[src/rtl/ttt_game_sequencer.sv]
// Tic-tac-toe turn sequencer: owns the board, alternates X/O moves over a
// valid/ready handshake, and ends the game on win, draw or turn timeout.
module ttt_game_sequencer #(
  parameter int unsigned TIMEOUT_CYCLES = 0,
  parameter int unsigned TIMER_W        = 16,
  parameter bit          X_STARTS       = 1'b1
) (
  input  logic        clock,
  input  logic        reset,
  input  logic        start,
  input  logic        move_valid,
  input  logic [3:0]  move_pos,
  output logic        move_ready,
  output logic [17:0] board,
  input  logic        win_in,
  input  logic [1:0]  who_in,
  output logic [1:0]  turn,
  output logic        illegal,
  output logic [3:0]  move_count,
  output logic        game_over,
  output logic [1:0]  winner,
  output logic        draw,
  output logic        timeout
);

  localparam logic [1:0] MARK_NONE = 2'b00;
  localparam logic [1:0] MARK_X    = 2'b01;
  localparam logic [1:0] MARK_O    = 2'b10;

  typedef enum logic [1:0] {
    S_IDLE,
    S_WAIT_MOVE,
    S_CHECK,
    S_DONE
  } state_t;

  state_t               state_q;
  logic [17:0]          board_q;
  logic [1:0]           turn_q;
  logic [3:0]           move_count_q;
  logic [TIMER_W-1:0]   timer_q;
  logic                 move_ready_q;
  logic                 illegal_q;
  logic                 game_over_q;
  logic [1:0]           winner_q;
  logic                 draw_q;
  logic                 timeout_q;

  logic [TIMER_W-1:0]   timer_d;
  logic                 handshake;
  logic                 cell_free;
  logic                 expire;
  logic                 bad_cell;
  logic [1:0]           opponent;

  // Positions outside 1..9 never match a cell, so they read as not free.
  always_comb begin
    cell_free = 1'b0;
    for (int unsigned k = 0; k < 9; k++) begin
      if (move_pos == 4'(k + 1)) cell_free = (board_q[2*k +: 2] == MARK_NONE);
    end
  end

  always_comb begin
    handshake = move_valid & move_ready_q;
    timer_d   = timer_q + TIMER_W'(1);
    expire    = (TIMEOUT_CYCLES != 0) && (timer_d == TIMER_W'(TIMEOUT_CYCLES));
    opponent  = (turn_q == MARK_X) ? MARK_O : MARK_X;
  end

  always_ff @(posedge clock) begin
    if (reset) begin
      state_q      <= S_IDLE;
      board_q      <= '0;
      turn_q       <= MARK_NONE;
      move_count_q <= '0;
      timer_q      <= '0;
      move_ready_q <= 1'b0;
      illegal_q    <= 1'b0;
      game_over_q  <= 1'b0;
      winner_q     <= MARK_NONE;
      draw_q       <= 1'b0;
      timeout_q    <= 1'b0;
    end else begin
      illegal_q <= 1'b0;
      case (state_q)
        S_IDLE, S_DONE: begin
          if (start) begin
            state_q      <= S_WAIT_MOVE;
            board_q      <= '0;
            move_count_q <= '0;
            timer_q      <= '0;
            game_over_q  <= 1'b0;
            winner_q     <= MARK_NONE;
            draw_q       <= 1'b0;
            timeout_q    <= 1'b0;
            turn_q       <= X_STARTS ? MARK_X : MARK_O;
            move_ready_q <= 1'b1;
          end
        end
        S_WAIT_MOVE: begin
          if (handshake && cell_free) begin
            for (int unsigned k = 0; k < 9; k++) begin
              if (move_pos == 4'(k + 1)) board_q[2*k +: 2] <= turn_q;
            end
            move_count_q <= move_count_q + 4'd1;
            move_ready_q <= 1'b0;
            state_q      <= S_CHECK;
          end else begin
            if (handshake) illegal_q <= 1'b1;
            // A legal move in the expiry cycle took the branch above instead.
            if (expire) begin
              state_q      <= S_DONE;
              game_over_q  <= 1'b1;
              winner_q     <= opponent;
              timeout_q    <= 1'b1;
              turn_q       <= MARK_NONE;
              move_ready_q <= 1'b0;
            end else begin
              timer_q <= timer_d;
            end
          end
        end
        S_CHECK: begin
          if (win_in) begin
            state_q     <= S_DONE;
            game_over_q <= 1'b1;
            winner_q    <= who_in;
            turn_q      <= MARK_NONE;
          end else if (move_count_q == 4'd9) begin
            state_q     <= S_DONE;
            game_over_q <= 1'b1;
            draw_q      <= 1'b1;
            winner_q    <= MARK_NONE;
            turn_q      <= MARK_NONE;
          end else begin
            state_q      <= S_WAIT_MOVE;
            turn_q       <= opponent;
            timer_q      <= '0;
            move_ready_q <= 1'b1;
          end
        end
        default: state_q <= S_IDLE;
      endcase
    end
  end

  assign move_ready = move_ready_q;
  assign board      = board_q;
  assign turn       = turn_q;
  assign illegal    = illegal_q;
  assign move_count = move_count_q;
  assign game_over  = game_over_q;
  assign winner     = winner_q;
  assign draw       = draw_q;
  assign timeout    = timeout_q;

  always_comb begin
    bad_cell = 1'b0;
    for (int unsigned k = 0; k < 9; k++) begin
      if (board_q[2*k +: 2] == 2'b11) bad_cell = 1'b1;
    end
  end

  a_count_max: assert property (@(posedge clock) disable iff (reset)
    move_count_q <= 4'd9);
  a_win_xor_draw: assert property (@(posedge clock) disable iff (reset)
    !(draw_q && (winner_q != MARK_NONE)));
  a_no_code_11: assert property (@(posedge clock) disable iff (reset)
    !bad_cell);

endmodule

[config.mk]
export PLATFORM = sky130hd
export DESIGN_NAME = ttt_game_sequencer
export DESIGN_NICKNAME = d
export VERILOG_FILES = /design/src/rtl/ttt_game_sequencer.sv
export SDC_FILE = /design/constraint.sdc
export NUM_CORES = 1
export LEC_CHECK = 0
export BUFFER_PORTS_ARGS = -buffer_cell sky130_fd_sc_hd__buf_2
export CAP_MARGIN = 5
export CORE_AREA = 8 8 68 70
export CTS_CLUSTER_DIAMETER = 50
export DETAILED_ROUTE_END_ITERATION = 8
export DIE_AREA = 0 0 76 78
export HOLD_SLACK_MARGIN = 0.1
export PLACE_DENSITY = 0.72
export SETUP_SLACK_MARGIN = 0.02
export SLEW_MARGIN = 40
export SYNTH_ARGS = -nofsm -noshare
export SYNTH_HDL_FRONTEND = slang
export SYNTH_SLANG_ARGS = --single-unit
[constraint.sdc]
create_clock -name clock -period 3 [get_ports clock]
set_clock_uncertainty 0.05 [all_clocks]
set_input_delay 0.6 -clock clock [delete_from_list [all_inputs] [get_ports clock]]
set_output_delay 0.6 -clock clock [all_outputs]
set_load 0.1 [all_outputs]
==> summary.txt, run 1 <==
Critical path
  • Critical Path RT: 3.22 ns
  • Crit path DAT: 2.66 ns
  • Cell at the slowest stage of the critical path: or4b_1
  • Critical path type: input port to flop
  • Crit. End Element: flop
  • Worst-path cell chain: buf_2 > or4b_1 > o32a_1 > o211ai_2 > a31oi_1 > or3_1 > o21ai_1
  • Max Fanout on Critical Path: 10
  • Max incr delay on CP: 0.61 ns
  • CP Launch Type: input port

Synth
  • Register area share after synthesis: 36.8%
  • Synth Warn #: 0
  • Yosys cell types: 42
  • Synthesized instance count: 211
  • EDFF count, synth: 0
  • #FFs+latches synth: 32
  • Top FF cell, synth: dfxtp_1
  • Syn_nets: 227
  • Post-synth ARST share: 0%
  • Cell area after synthesis: 1740 sq um
  • Syn avg cell area: 8.24 sq um

CTS
  • Setup repair bufs after CTS: 0
  • Clk Latency, worst-skew pair: 0.34 ns
  • TritonCTS clock tree: done
  • Number of H-tree levels: 2
  • Clk root buf: clkbuf_4
  • CTS Buffer Depth: 2
  • CTS Hold Buffers Added: 0
  • CTS Sinks: 32
  • CTS resizes: 0
  • Worst-path clk slew: 0.10 ns
  • TritonCTS buffer count: 5

Timing
  • Worst hold margin: 0.424 ns
  • Setup ws final: 0.553 ns
  • Slew @ Worst Pin: 0.603 ns
  • Number of setup violations in the final report: 0
  • RSZ-0062 raised after global routing: no
  • Post-layout min period: 2.45 ns
  • Final worst-path cycle share: 81.6%
  • Max_slew headroom: 59.8%
  • Max-slew violations: 0
  • Fmax: 409 MHz
  • Hold Fails Final Rpt: 0
  • Setup TNS: 0 ns

Final layout
  • Final non-filler cell total: 296
  • Layout area overhead: 16.5%
  • Fill cells: 350
  • Leading cell types in the layout, fill and taps excluded: buf_2 (40), dfxtp_1 (32), o21ai_0 (22)
  • Ant. Diodes: 0
  • Share of post-route cells with drive strength above 1: 23.4%
  • Fin nets: 263
  • Commonest non-fill, non-tap cell in the layout: buf_2

Placed design
  • Placed Cells: 288
  • PortBufs: 40
  • Placer congestion estimate: 0.783
  • Hpwl dp: 2860 um
  • Place WS: 0.202 ns

GRT
  • Antenna violations before repair: 0
  • All-Layer GR Usage: 13.6%
  • Vias in the first global route: 1480
  • First-pass GRT wire length: 6810 um
  • Largest net degree at the start of global routing: 36
  • GR Overflow Total: 0

Floorplanning
  • # IOs: 42
  • Die area: 5930 sq um
  • Core Footprint: 3550 sq um
  • Die Span Y: 78 um
  • FP Rows: 22
  • Die X: 76 um
  • Initial core utilization: 49.0%

Detailed routing
  • ANT nets after route: 0
  • Initial DRT Pass Iterations: 4
  • DRC viols: 0
  • Post-Route WL: 4060 um
  • DR WL/cell: 13.7 um
  • DR iter-0 viols: 119
  • DR vias/cell: 5.45
  • DR vias: 1612

Run
  • Number of max-cap violations: 0

Pwr
  • Peak supply drop: 374 uV
  • Lkg Pwr: 0.807 nW
  • Pwr/cell area: 629 nW/um^2
  • Pwr Total: 0.00127 W

Outcome
  • Status: completed

Min path
  • Worst min path class: flop to flop
## worst paths after layout
| kind | end | cells past startpoint | startpoint | slack, ns |
|---|---|---|---|---|
| max | board[16]$_SDFFE_PP0P_ | 7 | move_pos[1] | 0.55 |
| min | winner[1]$_SDFFE_PP0P_ | 2 | winner[1]$_SDFFE_PP0P_ | 0.42 |
| max reg2reg | board[16]$_SDFFE_PP0P_ | 8 | state_q[0]$_SDFFE_PP0P_ | 0.75 |
| min reg2reg | winner[1]$_SDFFE_PP0P_ | 2 | winner[1]$_SDFFE_PP0P_ | 0.42 |
## kinds of logic after synthesis
kind of cell               after synthesis  synth area share, %
other                                    1                0.216
DFF                                     32                 36.8
AOI/OAI and AO/OA                       71                 23.3
adders and majority gates                5                 3.60
and+or+nand+nor                         84                 30.1
buffers and inverters                   18                 5.90
## Yosys cell counts, types with 4 or more instances
cell type   n  area share, %
nor2b_1    15            5.4
and2_1      6            2.2
nand2_1    13            2.8
or3_1       6            2.2
clkbuf_1    7            1.5
ha_1        5            3.6
o21ai_0    22            6.3
nand3b_1    6            2.6
nor2_1     12            2.6
inv_1       5            1.1
dfxtp_1    32             37
nand2b_1    4            1.4
o21ai_1    18            5.2
a21oi_1    19            5.5
buf_6       4            2.6
## metal layers
metal  up-vias  part of all wire (%)  global-route usage [%]
li1        832                     -                       -
met1       732                    47                    16.8
met2        42                    46                    21.3
met3         6                   5.9                    5.30
met4         0                   1.3                    4.31
met5         -                     0                       0
## stage by stage
step	util, %	area (sq um)
finish	57.0	2030
global route	57.0	2030
CTS	57.0	2030
detailed placement	54.4	1930
global placement	54.4	1930
floorplan	-	1740
## registers in the layout (all words and copies together) (netlist names)
signal and flops:
turn 2, illegal 1, move_ready 1, board 18, game_over 1, state_q 2
move_count 4, draw 1, winner 2
## layout make-up
| class | instances | area [sq um] | share of cell area (%) |
|---|---|---|---|
| Clock buffer | 7 | 65.1 | 3.21 |
| Clock inverter | 1 | 30.0 | 1.48 |
| Inverter | 5 | 18.8 | 0.926 |
| Multi-Input combinational cell | 161 | 996 | 49.2 |
| Sequential cell | 32 | 641 | 31.6 |
| Tap cell | 48 | 60.1 | 2.96 |
| Timing Repair Buffer | 42 | 215 | 10.6 |
## power breakdown
group / switching [W] / internal (W) / leakage, nW
registers: 0.0000165 / 0.000445 / 0.259
clock network: 0.000150 / 0.000221 / 0.0515
logic: 0.000315 / 0.000127 / 0.497
total: 0.000481 / 0.000793 / 0.807
## worst max-delay path, delay by kind of cell
kind,cells,cell delay (ns)
and+or+nand+nor,2,1.16
buffers and inverters,1,0.15
AOI/OAI and AO/OA,4,0.75
Note: power is estimated with default switching activity, not from simulation.
==> run 2, diff against run 1 <==
- clock period: 3 -> 2.38 ns (I/O delays scaled with it)
==> run 2 against run 1 <==
Against the previous run: wire length up 6.2%; total power increased by 19%; sequential cell count unchanged; highest routed layer unchanged; register-to-register slack got worse by 0.56 ns; die area unchanged; non-clock buffer count grew 19; critical endpoint is now board[10]$_SDFFE_PP0P_; setup slack got worse by 0.46 ns; count of clock-buffer cells in the layout rose by 1; final cell count increased by 6.4%; first-iteration DRC count up 18%; critical path depth is the same; largest power group is now combinational cells; clock power decreased by 13%.
==> summary.txt, run 2 (synthesized netlist as in run 1, its figures left out) <==
CTS
  • CTS Sinks: 32 (unchanged)
  • Number of H-tree levels: 2 (unchanged)
  • Worst-path clk slew: 0.10 ns (about the same)
  • CTS Hold Buffers Added: 0 (unchanged)
  • CTS Buffer Depth: 2 (unchanged)
  • TritonCTS clock tree: done (unchanged)
  • TritonCTS buffer count: 5 (unchanged)
  • Clk Latency, worst-skew pair: 0.33 ns (was 0.34 ns)
  • Clk root buf: clkbuf_4 (unchanged)

Floorplanning
  • FP Rows: 22 (unchanged)
  • Die X: 76 um (unchanged)
  • Core Footprint: 3550 sq um (unchanged)
  • Initial core utilization: 49.0% (unchanged)
  • Die area: 5930 sq um (unchanged)
  • # IOs: 42 (unchanged)
  • Die Span Y: 78 um (unchanged)

Placed design
  • Placed Cells: 307 (was 288)
  • PortBufs: 40 (unchanged)
  • Hpwl dp: 3100 um (was 2860 um)
  • Placer congestion estimate: 0.815 (was 0.783)

Critical path
  • Max Fanout on Critical Path: 9 (was 10)
  • Crit path DAT: 2.50 ns (was 2.66 ns)
  • Reg2reg start: state_q[0]$_SDFFE_PP0P_ (unchanged)
  • Critical R2R Capture: board[10]$_SDFFE_PP0P_ (was board[16]$_SDFFE_PP0P_)
  • CP Launch Type: input port (unchanged)
  • Crit. End Element: flop (unchanged)
  • Reg2reg setup slack: 0.19 ns (was 0.75 ns)
  • FF-to-FF path depth: 8 (unchanged)
  • Critical Path RT: 2.60 ns (was 3.22 ns)
  • Critical path type: input port to flop (unchanged)

Final layout
  • Layout area overhead: 23.5% (was 16.5%)
  • Commonest non-fill, non-tap cell in the layout: buf_2 (unchanged)
  • Largest register FFs: 18 (unchanged)
  • Leading cell types in the layout, fill and taps excluded: buf_2 (40), dfxtp_1 (30), o21ai_0 (22) (was buf_2 (40), dfxtp_1 (32), o21ai_0 (22))
  • Fin nets: 282 (was 263)
  • Final non-filler cell total: 315 (was 296)
  • Share of post-route cells with drive strength above 1: 30.0% (was 23.4%)
  • Ant. Diodes: 0 (unchanged)

Min path
  • Worst min path class: input port to flop (was flop to flop)
  • Hold endpoint: winner[1]$_SDFFE_PP0P_ (unchanged)
  • Hold Startpoint: who_in[1] (was winner[1]$_SDFFE_PP0P_)
  • Hold Path Stages: 3 (was 2)

Pwr
  • Pwr/cell area: 705 nW/um^2 (was 629 nW/um^2)
  • Lkg Pwr: 0.880 nW (was 0.807 nW)
  • Pwr Total: 0.00152 W (was 0.00127 W)
  • Peak supply drop: 475 uV (was 374 uV)

GRT
  • Met2 usage: 23.3% (was 21.3%)
  • First-pass GRT wire length: 7480 um (was 6810 um)
  • Largest net degree at the start of global routing: 26 (was 36)
  • Antenna violations before repair: 0 (unchanged)
  • GR Overflow Total: 0 (unchanged)
  • M3 GR Usage: 5.07% (was 5.30%)
  • All-Layer GR Usage: 14.7% (was 13.6%)
  • Most Crowded Layer GR: met2 (unchanged)
  • Met1 Use GR: 17.8% (was 16.8%)
  • Vias in the first global route: 1660 (was 1480)

Timing
  • Max-slew violations: 0 (unchanged)
  • RSZ-0062 raised after global routing: yes (was no)
  • Setup TNS: 0 ns (unchanged)
  • Fmax: 437 MHz
  • Final worst-path cycle share: 96.2%
  • Hold Fails Final Rpt: 0 (unchanged)
  • Number of setup violations in the final report: 0 (unchanged)
  • Post-layout min period: 2.29 ns

Outcome
  • Status: completed (unchanged)

Detailed routing
  • DR vias: 1728 (was 1612)
  • DR vias/cell: 5.49 (was 5.45)
  • Post-Route WL: 4310 um (was 4060 um)
  • ANT nets after route: 0 (unchanged)
  • DRC viols: 0 (unchanged)
  • DR iter-0 viols: 141 (was 119)
  • Initial DRT Pass Iterations: 4 (unchanged)
  • DR WL/cell: 13.7 um (about the same)

Run
  • Number of max-cap violations: 0 (unchanged)
## run 2: changes by cell type in the layout (fill, tap and decap cells not counted), sizes merged
cell    delta
buf       +19
bufinv     -1
clkbuf     +1
## run 2: where the power goes
group / leakage, nW / internal, W / total [W] / switching, W
Combinational: 0.588 / 0.000199 / 0.000608 / 0.000410
Clock: 0.0326 / 0.000146 / 0.000324 / 0.000178
Sequential: 0.260 / 0.000562 / 0.000583 / 0.0000215
Total: 0.880 / 0.000906 / 0.00152 / 0.000609
## run 2: metrics by stage
step | hold slack, ns | util [%] | instance area (sq um) | setup WS, ns
6_report | 0.375 | 60.5 | 2150 | 0.0915
5_1_grt | 0.374 | 60.5 | 2150 | -0.0290
4_1_cts | 0.359 | 60.3 | 2140 | 0.101
3_5_place_dp | 0.411 | 58.6 | 2080 | -0.252
3_3_place_gp | 0.403 | 58.6 | 2080 | -0.224
2_1_floorplan | 0.437 | - | 1750 | -0.0507
## run 2: worst max-delay path by stage
stage	from	to	slack (ns)	cells past startpoint
after global placement	move_pos[1]	board[12]$_SDFFE_PP0P_	-0.22	7
after floorplan	move_pos[2]	board[10]$_SDFFE_PP0P_	-0.05	8
after global routing	move_pos[1]	move_count[0]$_SDFFE_PP0P_	-0.03	8
after detailed placement	move_pos[1]	board[10]$_SDFFE_PP0P_	-0.25	7
final	move_pos[1]	board[10]$_SDFFE_PP0P_	0.09	7
after CTS	move_pos[1]	board[17]$_SDFFE_PP0P_	0.10	7
## run 2: area by class of cell
| class | count | area (sq um) |
|---|---|---|
| Timing Repair Buffer | 61 | 358 |
| Fill cell | 344 | 1400 |
| Tap cell | 48 | 60.1 |
| Multi-Input combinational cell | 161 | 1010 |
| Inverter | 5 | 18.8 |
| Clock buffer | 8 | 58.8 |
| Sequential cell | 32 | 643 |
## run 2: per-layer routing
metal,vias up,share of wire (%)
li1,870,-
met1,802,46
met2,46,46
met3,10,5.9
met4,0,2.0
met5,-,0
## run 2: critical path, stage by stage
cell and delay [ns]:
buf_2 0.13, or4b_4 0.54, o32a_1 0.30, o211ai_2 0.18
a31oi_2 0.13, or3_1 0.54, o21ai_1 0.20
## run 2: what timing repair did
action	4_1_cts	5_1_grt
endpoints found under the hold margin	0	0
setup endpoints to repair	0	13
gates resized for setup	0	2
buffers inserted	0	0
==> run 3, diff against run 2 <==
- RECOVER_POWER: unset -> 25
==> run 3 against run 2 <==
Against the previous run: sequential share of layout area grew 0.23 points; via count shrank 0.23%; sequential power is essentially flat; worst hold slack lost 0.0018 ns; final cell count is the same; wire length grew 0.30%; critical path depth is the same; non-clock buffer count is the same; register-to-register slack is essentially flat; sequential cell count is the same; total power is essentially flat; highest routed layer unchanged.
==> summary.txt, run 3 (synthesized netlist as in run 1, its figures left out) <==
Detailed routing
  • Post-Route WL: 4320 um (was 4310 um)
  • ANT nets after route: 0 (unchanged)
  • Initial DRT Pass Iterations: 4 (unchanged)
  • Met3 routed WL: 272 um (was 256 um)
  • DRC viols: 0 (unchanged)
  • DR vias/cell: 5.47 (was 5.49)
  • Top Metal Used: met4 (unchanged)
  • DR iter-0 viols: 136 (was 141)
  • DR WL/cell: 13.7 um (about the same)
  • Met2 WL post-DR: 1990 um (was 1970 um)
  • DR vias: 1724 (was 1728)
  • Routed length on met1: 1980 um (was 2000 um)

Critical path
  • Reg2reg start: state_q[0]$_SDFFE_PP0P_ (unchanged)
  • Crit. End Element: flop (unchanged)
  • Crit path depth: 7 (unchanged)
  • Critical path type: input port to flop (unchanged)
  • Max Fanout on Critical Path: 9 (unchanged)
  • WP buf/inv: 1 (unchanged)
  • Critical R2R Capture: board[10]$_SDFFE_PP0P_ (unchanged)
  • CP top delay family: simple AND/OR/NAND/NOR gates (unchanged)
  • Worst-path cell chain: buf_2 > or4b_4 > o32a_1 > o211ai_2 > a31oi_2 > or3_1 > o21ai_1 (unchanged)
  • Critical Path RT: 2.60 ns (about the same)
  • FF-to-FF path depth: 8 (unchanged)
  • Reg2reg setup slack: 0.19 ns (about the same)
  • Max incr delay on CP: 0.54 ns (about the same)
  • Cell at the slowest stage of the critical path: or4b_4 (unchanged)
  • Worst Setup SP: move_pos[1] (unchanged)
  • CP Launch Type: input port (unchanged)
  • Crit path DAT: 2.51 ns (was 2.50 ns)

CTS
  • Clk Latency, worst-skew pair: 0.33 ns (about the same)
  • CTS resizes: 0 (unchanged)
  • CTS Sinks: 32 (unchanged)
  • Worst-path clk slew: 0.10 ns (about the same)
  • CTS Buffer Depth: 2 (unchanged)
  • Setup repair bufs after CTS: 0 (unchanged)
  • Number of H-tree levels: 2 (unchanged)
  • Clk root buf: clkbuf_4 (unchanged)
  • TritonCTS buffer count: 5 (unchanged)
  • TritonCTS clock tree: done (unchanged)
  • CTS Hold Buffers Added: 0 (unchanged)

Min path
  • Worst min path class: input port to flop (unchanged)
  • Hold endpoint: winner[1]$_SDFFE_PP0P_ (unchanged)
  • Hold Path Stages: 3 (unchanged)
  • Hold Startpoint: who_in[1] (unchanged)

Timing
  • Worst hold margin: 0.374 ns (was 0.375 ns)
  • Final worst-path cycle share: 96.1% (was 96.2%)
  • Setup TNS: 0 ns (unchanged)
  • Post-layout min period: 2.29 ns (about the same)
  • RSZ-0062 raised after global routing: yes (unchanged)
  • Hold Fails Final Rpt: 0 (unchanged)
  • Slew @ Worst Pin: 1.17 ns
  • Number of setup violations in the final report: 0 (unchanged)
  • Max-slew violations: 0 (unchanged)
  • Setup ws final: 0.0918 ns (was 0.0915 ns)
  • Fmax: 437 MHz (about the same)
  • Max_slew headroom: 22.3%

GRT
  • First-pass GRT wire length: 7480 um (unchanged)
  • GR Overflow Total: 0 (unchanged)
  • Largest net degree at the start of global routing: 26 (unchanged)
  • All-Layer GR Usage: 14.7% (unchanged)
  • Antenna violations before repair: 0 (unchanged)
  • Vias in the first global route: 1660 (unchanged)

Floorplanning
  • # IOs: 42 (unchanged)
  • Core Footprint: 3550 sq um (unchanged)
  • FP Rows: 22 (unchanged)
  • Die X: 76 um (unchanged)
  • Die Span Y: 78 um (unchanged)
  • Initial core utilization: 49.0% (unchanged)
  • Die area: 5930 sq um (unchanged)

Pwr
  • Lkg Pwr: 0.824 nW (was 0.880 nW)
  • Peak supply drop: 478 uV (was 475 uV)
  • Internal power: 0.000904 W (was 0.000906 W)
  • P_sw: 0.000612 W (was 0.000609 W)
  • Seq pwr share: 38.5% (about the same)
  • Pwr/cell area: 711 nW/um^2 (was 705 nW/um^2)
  • Logic pwr share: 40.0% (was 40.1%)
  • Switching share of total power: 40.4% (was 40.2%)
  • Clock group share of total power: 21.5% (was 21.4%)

Final layout
  • Share of post-route cells with drive strength above 1: 25.1% (was 30.0%)
  • Commonest non-fill, non-tap cell in the layout: dfxtp_1 (was buf_2)
  • Layout area overhead: 22.6% (was 23.5%)
  • Leading cell types in the layout, fill and taps excluded: dfxtp_1 (30), buf_2 (27), o21ai_0 (22) (was buf_2 (40), dfxtp_1 (30), o21ai_0 (22))
  • Fin nets: 282 (unchanged)
  • Fill cells: 350 (was 344)
  • Largest register FFs: 18 (unchanged)
  • Ant. Diodes: 0 (unchanged)

Placed design
  • Place WS: -0.252 ns (unchanged)
  • Hpwl dp: 3100 um (unchanged)
  • PortBufs: 40 (unchanged)
  • Placer congestion estimate: 0.815 (unchanged)

Outcome
  • Status: completed (unchanged)

Run
  • Number of max-cap violations: 0 (unchanged)
[run 3: per-layer routing]
metal  up-vias  global-route usage (%)
li1        868                       -
met1       800                    17.8
met2        46                    23.3
met3        10                    5.07
met4         0                    5.29
met5         -                       0
[run 3: through the flow]
step / instances / power, W / util (%) / instance area, sq um
after CTS: 315 / 0.00152 / 60.3 / 2140
after global routing: 315 / 0.00161 / 60.0 / 2130
after global placement: 307 / 0.00119 / 58.6 / 2080
after detailed placement: 307 / 0.00120 / 58.6 / 2080
after floorplan: 211 / 0.00106 / - / 1750
final: 315 / 0.00152 / 60.0 / 2130
[run 3: how the worst max path moves through the flow]
| stage | end | slack [ns] |
|---|---|---|
| after floorplan | board[10]$_SDFFE_PP0P_ | -0.05 |
| after global placement | board[12]$_SDFFE_PP0P_ | -0.22 |
| after detailed placement | board[10]$_SDFFE_PP0P_ | -0.25 |
| after CTS | board[17]$_SDFFE_PP0P_ | 0.10 |
| after global routing | move_count[0]$_SDFFE_PP0P_ | -0.03 |
| final | board[10]$_SDFFE_PP0P_ | 0.09 |
[run 3: final cells by class]
class / count / area [sq um] / area share (%)
timing repair buffer: 61 / 342 / 16.0
multi-input combinational: 161 / 1010 / 47.4
inverter: 5 / 18.8 / 0.880
sequential: 32 / 643 / 30.2
tap: 48 / 60.1 / 2.82
clock buffer: 8 / 58.8 / 2.76
[run 3: worst reg2reg max path, stage by stage, from the launching register on]
cell and delay [ns]:
dfxtp_1 0.39, inv_1 0.06, ha_1 0.35, nand2b_1 0.14, o21ai_0 0.15, a21oi_1 0.19, a31oi_2 0.07, or3_1 0.54
o21ai_1 0.20
[run 3: power by group through the flow]
stage	Combinational (W)	Sequential [W]	Clock, W
global route	0.000670	0.000588	0.000357
floorplan	0.000340	0.000722	0
global placement	0.000596	0.000595	0
detailed placement	0.000601	0.000596	0
finish	0.000606	0.000583	0.000326
CTS	0.000605	0.000583	0.000334
